==> src/rtl/dt_skeleton_extract.sv <==
// Medial-axis extraction over a distance map: flags 4-neighbour local maxima,
// packs the flags MSB-first into 16-bit skeleton words, and tracks max distance and flag count.
module dt_skeleton_extract #(
    parameter int ROW_BITS = 7,
    parameter int COL_BITS = 7,
    parameter int DW       = 8
) (
    input  logic                         clk,
    input  logic                         reset,
    input  logic                         start_i,
    output logic                         res_rd_o,
    output logic [ROW_BITS+COL_BITS-1:0] res_addr_o,
    input  logic [DW-1:0]                res_di_i,
    output logic                         sk_wr_o,
    output logic [ROW_BITS+COL_BITS-5:0] sk_addr_o,
    output logic [15:0]                  sk_do_o,
    output logic [DW-1:0]                max_dist_o,
    output logic [ROW_BITS+COL_BITS:0]   sk_count_o,
    output logic                         busy_o,
    output logic                         done_o
);

    localparam int AW = ROW_BITS + COL_BITS;
    localparam logic [ROW_BITS-1:0] ROW_MAX  = '1;
    localparam logic [COL_BITS-1:0] COL_MAX  = '1;
    localparam logic [AW-1:0]       ROW_STEP = AW'(1 << COL_BITS);

    typedef enum logic [3:0] {
        S_IDLE, S_RD_C, S_RD_N, S_RD_W, S_RD_E, S_RD_S, S_EVAL, S_WRITE, S_DONE
    } state_t;

    state_t              state_q;
    logic [AW-1:0]       pix_q;
    logic [DW-1:0]       c_q, n_q, w_q, e_q;
    logic [15:0]         word_q;
    logic                res_rd_q;
    logic [AW-1:0]       res_addr_q;
    logic                sk_wr_q;
    logic [AW-5:0]       sk_addr_q;
    logic [15:0]         sk_do_q;
    logic [DW-1:0]       max_q;
    logic [AW:0]         cnt_q;
    logic                busy_q, done_q;

    logic [ROW_BITS-1:0] row;
    logic [COL_BITS-1:0] col;
    logic                top_row, bot_row, left_col, right_col;
    logic [DW-1:0]       s_val;
    logic                flag;
    logic [15:0]         word_d;

    assign row       = pix_q[AW-1:COL_BITS];
    assign col       = pix_q[COL_BITS-1:0];
    assign top_row   = (row == '0);
    assign bot_row   = (row == ROW_MAX);
    assign left_col  = (col == '0);
    assign right_col = (col == COL_MAX);

    // South value arrives in EVAL itself, so it is used straight off the RAM port.
    assign s_val  = bot_row ? '0 : res_di_i;
    assign flag   = (c_q != '0) && (c_q >= n_q) && (c_q >= w_q) && (c_q >= e_q) && (c_q >= s_val);
    assign word_d = word_q | (16'(flag) << (4'd15 - col[3:0]));

    always_ff @(posedge clk or negedge reset) begin
        if (!reset) begin
            state_q    <= S_IDLE;
            pix_q      <= '0;
            c_q        <= '0;
            n_q        <= '0;
            w_q        <= '0;
            e_q        <= '0;
            word_q     <= '0;
            res_rd_q   <= 1'b0;
            res_addr_q <= '0;
            sk_wr_q    <= 1'b0;
            sk_addr_q  <= '0;
            sk_do_q    <= '0;
            max_q      <= '0;
            cnt_q      <= '0;
            busy_q     <= 1'b0;
            done_q     <= 1'b0;
        end else begin
            sk_wr_q <= 1'b0;
            case (state_q)
                S_IDLE, S_DONE: begin
                    if (start_i) begin
                        state_q    <= S_RD_C;
                        pix_q      <= '0;
                        word_q     <= '0;
                        res_rd_q   <= 1'b1;
                        res_addr_q <= '0;
                        max_q      <= '0;
                        cnt_q      <= '0;
                        busy_q     <= 1'b1;
                        done_q     <= 1'b0;
                    end
                end
                // Address for the next read is registered one state ahead of its slot.
                S_RD_C: begin
                    state_q    <= S_RD_N;
                    res_addr_q <= top_row ? pix_q : pix_q - ROW_STEP;
                end
                S_RD_N: begin
                    c_q        <= res_di_i;
                    state_q    <= S_RD_W;
                    res_addr_q <= left_col ? pix_q : pix_q - 1'b1;
                end
                S_RD_W: begin
                    n_q        <= top_row ? '0 : res_di_i;
                    state_q    <= S_RD_E;
                    res_addr_q <= right_col ? pix_q : pix_q + 1'b1;
                end
                S_RD_E: begin
                    w_q        <= left_col ? '0 : res_di_i;
                    state_q    <= S_RD_S;
                    res_addr_q <= bot_row ? pix_q : pix_q + ROW_STEP;
                end
                S_RD_S: begin
                    e_q      <= right_col ? '0 : res_di_i;
                    state_q  <= S_EVAL;
                    res_rd_q <= 1'b0;
                end
                S_EVAL: begin
                    cnt_q <= cnt_q + {{AW{1'b0}}, flag};
                    if (c_q > max_q)
                        max_q <= c_q;
                    if (col[3:0] == 4'hF) begin
                        state_q   <= S_WRITE;
                        sk_wr_q   <= 1'b1;
                        sk_addr_q <= pix_q[AW-1:4];
                        sk_do_q   <= word_d;
                        word_q    <= '0;
                    end else begin
                        state_q    <= S_RD_C;
                        word_q     <= word_d;
                        pix_q      <= pix_q + 1'b1;
                        res_rd_q   <= 1'b1;
                        res_addr_q <= pix_q + 1'b1;
                    end
                end
                S_WRITE: begin
                    pix_q <= pix_q + 1'b1;
                    if (pix_q == '1) begin
                        state_q <= S_DONE;
                        busy_q  <= 1'b0;
                        done_q  <= 1'b1;
                    end else begin
                        state_q    <= S_RD_C;
                        res_rd_q   <= 1'b1;
                        res_addr_q <= pix_q + 1'b1;
                    end
                end
                default: state_q <= S_IDLE;
            endcase
        end
    end

    assign res_rd_o   = res_rd_q;
    assign res_addr_o = res_addr_q;
    assign sk_wr_o    = sk_wr_q;
    assign sk_addr_o  = sk_addr_q;
    assign sk_do_o    = sk_do_q;
    assign max_dist_o = max_q;
    assign sk_count_o = cnt_q;
    assign busy_o     = busy_q;
    assign done_o     = done_q;

endmodule

==> config.mk <==
export PLATFORM = sky130hd
export DESIGN_NAME = dt_skeleton_extract
export DESIGN_NICKNAME = d
export VERILOG_FILES = /design/src/rtl/dt_skeleton_extract.sv
export SDC_FILE = /design/constraint.sdc
export NUM_CORES = 1
export LEC_CHECK = 0
export CAP_MARGIN = 20
export CORE_MARGIN = 2
export CORE_UTILIZATION = 52
export CTS_BUF_LIST = sky130_fd_sc_hd__clkbuf_16
export DETAILED_ROUTE_END_ITERATION = 12
export PLACE_DENSITY = 0.83
export SETUP_SLACK_MARGIN = 0.1
export SYNTH_ARGS = -nofsm -noshare
export SYNTH_HDL_FRONTEND = slang
export SYNTH_SLANG_ARGS = --single-unit
export TNS_END_PERCENT = 5
==> constraint.sdc <==
create_clock -name clk -period 3.8 [get_ports clk]
set_clock_uncertainty 0.15 [all_clocks]
set_input_delay 0.38 -clock clk [delete_from_list [all_inputs] [get_ports clk]]
set_output_delay 0.38 -clock clk [all_outputs]
set_load 0.1 [all_outputs]
=== After elaboration in Yosys (flattened, before gate mapping) ===
Index checks and enable logic that the tools add are counted.

* Register bits: 133
* Input port bits: 11
* Output and inout port bits: 67
* Word-level logic and storage cells: 103

* $add $sub $neg: 6
* Magnitude comparators: 5
* Equal/unequal tests: 17
* Shifts and indexed selects: 1
* Mux-type cells: 36
* Bitwise operators: 1
* Reduce and logical (&&, ||, !) cells: 21

{| class="wikitable"
|+ Operators by type and width
! operator !! count
|-
| 14-bit two-way mux || 7
|-
| 14-bit one-hot mux with 7 select lines || 1
|-
| 8-bit two-way mux || 6
|-
| 14-bit one-hot mux with 3 select lines || 1
|-
| 8-bit greater-or-equal comparator || 4
|-
| 16-bit two-way mux || 2
|-
| 16-bit one-hot mux with 2 select lines || 1
|-
| 4-bit one-hot mux with 8 select lines || 1
|-
| 15-bit one-hot mux with 2 select lines || 1
|-
| 4-bit by 3-bit equality test with 1-bit output (second input constant) || 4
|-
| 16-bit OR || 1
|-
| 8-bit one-hot mux with 2 select lines || 1
|-
| 1-bit by 4-bit left shift with 16-bit output || 1
|-
| 15-bit by 1-bit adder with 15-bit output || 1
|-
| 15-bit two-way mux || 1
|-
| 14-bit by 1-bit adder with 14-bit output (second input constant) || 1
|-
| 14-bit by 8-bit adder with 14-bit output (second input constant) || 1
|-
| 14-bit equality test (second input constant) || 1
|-
| 7-bit equality test (second input constant) || 2
|-
| 7-bit logical NOT || 2
|-
| 14-bit by 1-bit subtractor with 14-bit output (second input constant) || 1
|-
| 14-bit by 8-bit subtractor with 14-bit output (second input constant) || 1
|-
| 2-bit inequality test (second input constant) || 5
|-
| 3-bit AND reduction || 3
|-
| other kinds (20) || 37
|}

=== Logic depth before layout (Yosys ltp) ===
Gate-level depths: netlist (run 1).

* Depth after elaboration: 9
* Gate-level depth with buffers: 18
* Depth with buffers taken out: 17

=== Worst setup path before layout (run 1) ===
OpenSTA, ideal clock, no wires.

* Path type: reg-to-reg
* From: register pix_q[8]
* To: register cnt_q[12], in the netlist sk_count_o[12]
* Library setup time: 93 ps
* Arrival: 3672 ps
* Required time: 3557 ps
* Setup slack: -115 ps
* Cell stages (with the launch flop): 19
* Path buffers: 1
* Period minus slack after synthesis: 3915 ps
* Cell sequence: dfrtp_1 ha_1 and4_1 nand3_1 buf_2 nand2_1 ha_1 a21o_1 a221o_1 a31oi_1 nor2_1 and2_1 ha_1 ha_1 nand3_1 nor2_1 and3_1 nand3_1 mux2i_1

* Cells in the longest elaborated chain, start to end: 6

{| class="wikitable"
|+ Ends and longest elaborated chain
! item !! line !! text
|-
| start: declaration || 33 || <nowiki>logic [AW-1:0] pix_q;</nowiki>
|-
| start signal: assignment || 136 || <nowiki>pix_q <= pix_q + 1'b1;</nowiki>
|-
| start signal: assignment || 142 || <nowiki>pix_q <= pix_q + 1'b1;</nowiki>
|-
| 7-bit equality test || 55 || <nowiki>assign bot_row = (row == ROW_MAX);</nowiki>
|-
| 8-bit two-way mux || 60 || <nowiki>assign s_val = bot_row ? '0 : res_di_i;</nowiki>
|-
| 8-bit greater-or-equal comparator || 61 || <nowiki>assign flag = (c_q != '0) && (c_q >= n_q) && (c_q >= w_q) && (c_q >= e_q) && (c_q >= s_val);</nowiki>
|-
| 1-bit logical AND || 61 ||
|-
| 15-bit by 1-bit adder with 15-bit output || 124 || <nowiki>cnt_q <= cnt_q + {{AW{1'b0}}, flag};</nowiki>
|-
| 15-bit one-hot mux with 2 select lines || 84 || <nowiki>case (state_q)</nowiki>
|-
| end signal: assignment || 124 ||
|-
| end: declaration || 42 || <nowiki>logic [AW:0] cnt_q;</nowiki>
|}

Every way passes these cells.
A chain may end at the register's enable or synchronous reset.

=== Worst setup path in the final report (run 1) ===
* From: register pix_q[7]
* To: register cnt_q[14], in the netlist sk_count_o[14]

Same word-level chain as after synthesis.

==> results by stage, run 1 <==
Status:
- The run finished with clean final reports.

Route:
- The DRC violation count after routing is 0.
- In this run, the number of DRC markers left after iteration 0 of detailed routing was 869.
- After detailed routing, the average wire length per cell comes to 18.0 um.
- Dividing the detail-routed via count by the number of cells gives 6.12.
- For this run, the detailed router's first-pass iteration total came to 5.
- The wire length reported by the detailed router is 21000 um.
- Summing over every cut layer, the via total after detailed routing is 7131.
- The remaining number of nets flagged by the antenna check after routing is 0.

Synthesis:
- The share of the yosys chip area belonging to registers is 43.0%.
- The number of nets handed over by synthesis was 951.
- Summing every instance area after synthesis gives 7740 um^2.
- The most used flip-flop cell after synthesis is dfrtp_1.
- The mean instance size in the synthesized netlist is 8.67 um^2.
- The number of different library cells in the post-synthesis netlist is 69.
- The share of synthesized registers carrying an async set or reset is 100%.
- The synthesized design contains 133 register bits.
- Counting every instance in the synthesized netlist gives 893.
- The synthesis warning total is 0.
- The number of enable flip-flop cells after synthesis is 0.

Die:
- The floorplan has 44 rows.
- The floorplan step set the die height to 126 um.
- The chip width is 126 um.
- The core region area is 14500 um^2.
- The initial utilization of the core area, before any placement, comes to 53.2%.
- 78 I/O pins were placed.
- The die covers 15900 um^2.

Layout:
- Once layout is complete, the cells apart from fillers number 1166.
- The relative area change from synthesis to final layout is 21.6%.
- The net count of the finished layout is 1027.
- The finished cells cover 9410 um^2.
- The antenna diode count is 0.
- The share of final-layout standard cells stronger than drive strength 1 is 9.78%.
- The utilization after layout is 64.8%.

GRT:
- Entering global routing, the biggest net connects 105 pins.
- The via count of the first global-routing pass is 6726.
- The first global-routing pass estimated 34700 um of wire.
- Global routing used 27.0% of the available tracks across all layers.
- The global-route congestion overflow total is 0.
- The initial antenna violation count is 0.

Clock network:
- The clock network latency to the later pin of the worst-skew pair is 420 ps.
- The clock-pin slew reported for the worst setup and hold paths after clock tree synthesis is 60 ps.
- The clock tree from TritonCTS is built.
- The cell at the root of the clock tree is clkbuf_16.
- TritonCTS created 17 clock buffers.
- The buffer depth of the longest clock path is 2.
- The sink count of the clock tree is 133.
- The depth of the CTS H-tree is 4.

Placed design:
- The placer's final routability congestion estimate is 0.985.
- The number of buffers inserted by port buffering is 77.
- At the placement stage, the worst setup path has a slack of -52.4 ps.
- Detailed placement finished with a half-perimeter wire length of 14400 um.
- Once placement completed, the tool counted placed cells totaling 1129.
- The placed standard-cell area is 8740 um^2.

STA:
- The final-report max-slew violation count is 0.
- The total negative slack is 0 ps.
- The achievable clock frequency is 281 MHz.
- In this run the tightest slew margin relative to its limit is 31.7%.
- Final hold analysis gives a worst-case slack of 319 ps.
- The transition time of the tightest slew-check pin is 1020 ps.
- Setup repair after global routing left no endpoint under its margin.
- The worst path uses 93.5% of the clock period.
- Setup slack closes at 246 ps.
- The number of failing setup endpoints in the final timing report is 0.
- Subtracting the final worst setup slack from the clock period gives 3550 ps.
- The number of hold violations in the final report is 0.

Power:
- The total power is 5.95 mW.
- In this run the power density over the cells is 632 nW/um^2.
- The leakage power summed over all cells is 4.21 nW.
- The peak supply drop is 464 uV.

Critical path:
- STA classifies the critical path endpoint as a register.
- Data arrives at the worst endpoint at 3740 ps.
- The required time of the critical path is 3980 ps.
- The critical path is of the register to register type.
- STA classifies the critical path startpoint as a register.
- The maximum fanout along the worst path is 5.

Run:
- Max-cap violations in this run came to 0.

Hold path:
- The class of the worst hold path is register to register.
## sequential cells by signal (all words and copies together), names as in the netlist, 4 cells and up
| signal | cells |
|---|---|
| c_q | 8 |
| e_q | 8 |
| max_dist_o | 8 |
| n_q | 8 |
| pix_q | 14 |
| res_addr_o | 14 |
| sk_addr_o | 10 |
| sk_count_o | 15 |
| sk_do_o | 16 |
| state_q | 4 |
| w_q | 8 |
| word_q | 16 |
## power breakdown
part | internal [mW] | switching (mW)
logic | 0.872 | 1.59
registers | 1.58 | 0.260
clock network | 1.02 | 0.625
## critical path, cell delays in order (launching register included)
cell and delay, ps:
dfrtp_1 390, ha_4 150, and4_4 250, nand3_4 130, nand2_1 110, ha_1 240, a21o_1 190, a221o_1 360
a31oi_2 200, nor2_2 60, and2_4 200, ha_4 170, ha_2 180, nand3_2 110, nor2_4 50, and3_2 230
nand3_1 110, mux2i_1 210
## path summary, 6_finish.rpt
kind,from,to,slack (ps),cells after the start
worst max register to register,pix_q[7]$_DFFE_PN0P_,sk_count_o[14]$_DFFE_PN0P_,250,17
worst max-delay path,pix_q[7]$_DFFE_PN0P_,sk_count_o[14]$_DFFE_PN0P_,250,17
min in group asynchronous,reset,max_dist_o[7]$_DFFE_PN0P_,500,2
max in group asynchronous,reset,sk_addr_o[4]$_DFFE_PN0P_,2210,3
worst min register to register,word_q[12]$_DFFE_PN0P_,sk_do_o[12]$_DFFE_PN0P_,320,2
worst min-delay path,word_q[12]$_DFFE_PN0P_,sk_do_o[12]$_DFFE_PN0P_,320,2
## final cells by class
cell class	instances	area [um^2]
Clock buffer	17	425
Clock inverter	15	164
Fill cell	1194	5120
Inverter	36	135
Multi-Input combinational cell	669	4090
Sequential cell	133	3330
Tap cell	184	230
Timing Repair Buffer	112	1040
## timing repair
| item | in CTS | in global routing |
|---|---|---|
| resized for setup | 6 | 7 |
| buffers inserted | 3 | 0 |
| endpoints found under the setup margin | 4 | 4 |
| hold buffers | 1 | 0 |
| pin swaps | 0 | 1 |
| endpoints found under the hold margin | 81 | 0 |
| gates cloned | 1 | 0 |
## Yosys cell counts, types with 5 or more instances
library cell,instances,share of area [%]
o31ai_1,14,1.4
a221o_1,7,0.91
o22ai_1,20,1.6
a211oi_1,6,0.58
buf_2,24,1.6
a221oi_1,5,0.57
a21o_1,6,0.58
nand2b_1,5,0.40
mux2i_1,14,1.8
nor2_1,48,2.3
o21ai_0,60,3.9
or3_1,5,0.40
nand4_1,12,0.97
and2_1,6,0.49
xnor2_1,5,0.57
nand3_1,37,2.4
a22o_1,8,0.91
nand2_1,214,10
nor3_1,14,0.91
a21oi_1,41,2.7
ha_1,47,7.6
dfrtp_1,133,43
and3_1,9,0.73
inv_1,36,1.7
a31oi_1,11,0.89
nor2b_1,8,0.65
clkbuf_1,23,1.1
## cell usage in the layout, fill, tap and decap left out, types with 17 or more instances in the layout
cell             synthesis  layout
dfrtp_1                133     132
clkdlybuf4s50_1          0      76
nand2_1                214     213
o21ai_0                 60      59
ha_1                    47      44
a21oi_1                 41      41
clkbuf_16                0      17
o22ai_1                 20      20
buf_4                    4      34
nand3_1                 37      35
inv_1                   36      36
nor2_1                  48      46
## cells by family (layout without fill, tap and decap cells)
kind of cell	count (synthesis)	after routing	synth area share, %
DFF	133	133	43.0
xor gates and xnor gates	9	9	1.02
muxes	14	14	1.81
AOI/OAI and AO/OA	213	213	18.4
adders and majority gates	47	47	7.60
buffers and inverters	92	180	5.34
and+or+nand+nor	385	386	22.9
## layer usage
metal  global-route usage [%]  wire length (um)
met5                        0                 0
met4                     9.44               603
met3                     6.92              1620
met2                     41.9              9850
met1                     37.0              8940
No activity file was read; power rests on OpenSTA's default activity.
==> run 2: changes to the inputs <==
CTS_CLUSTER_DIAMETER = 120   (was unset)
==> results of run 2 <==
No change in the layout: final DEF, timing and power equal those of run 1.
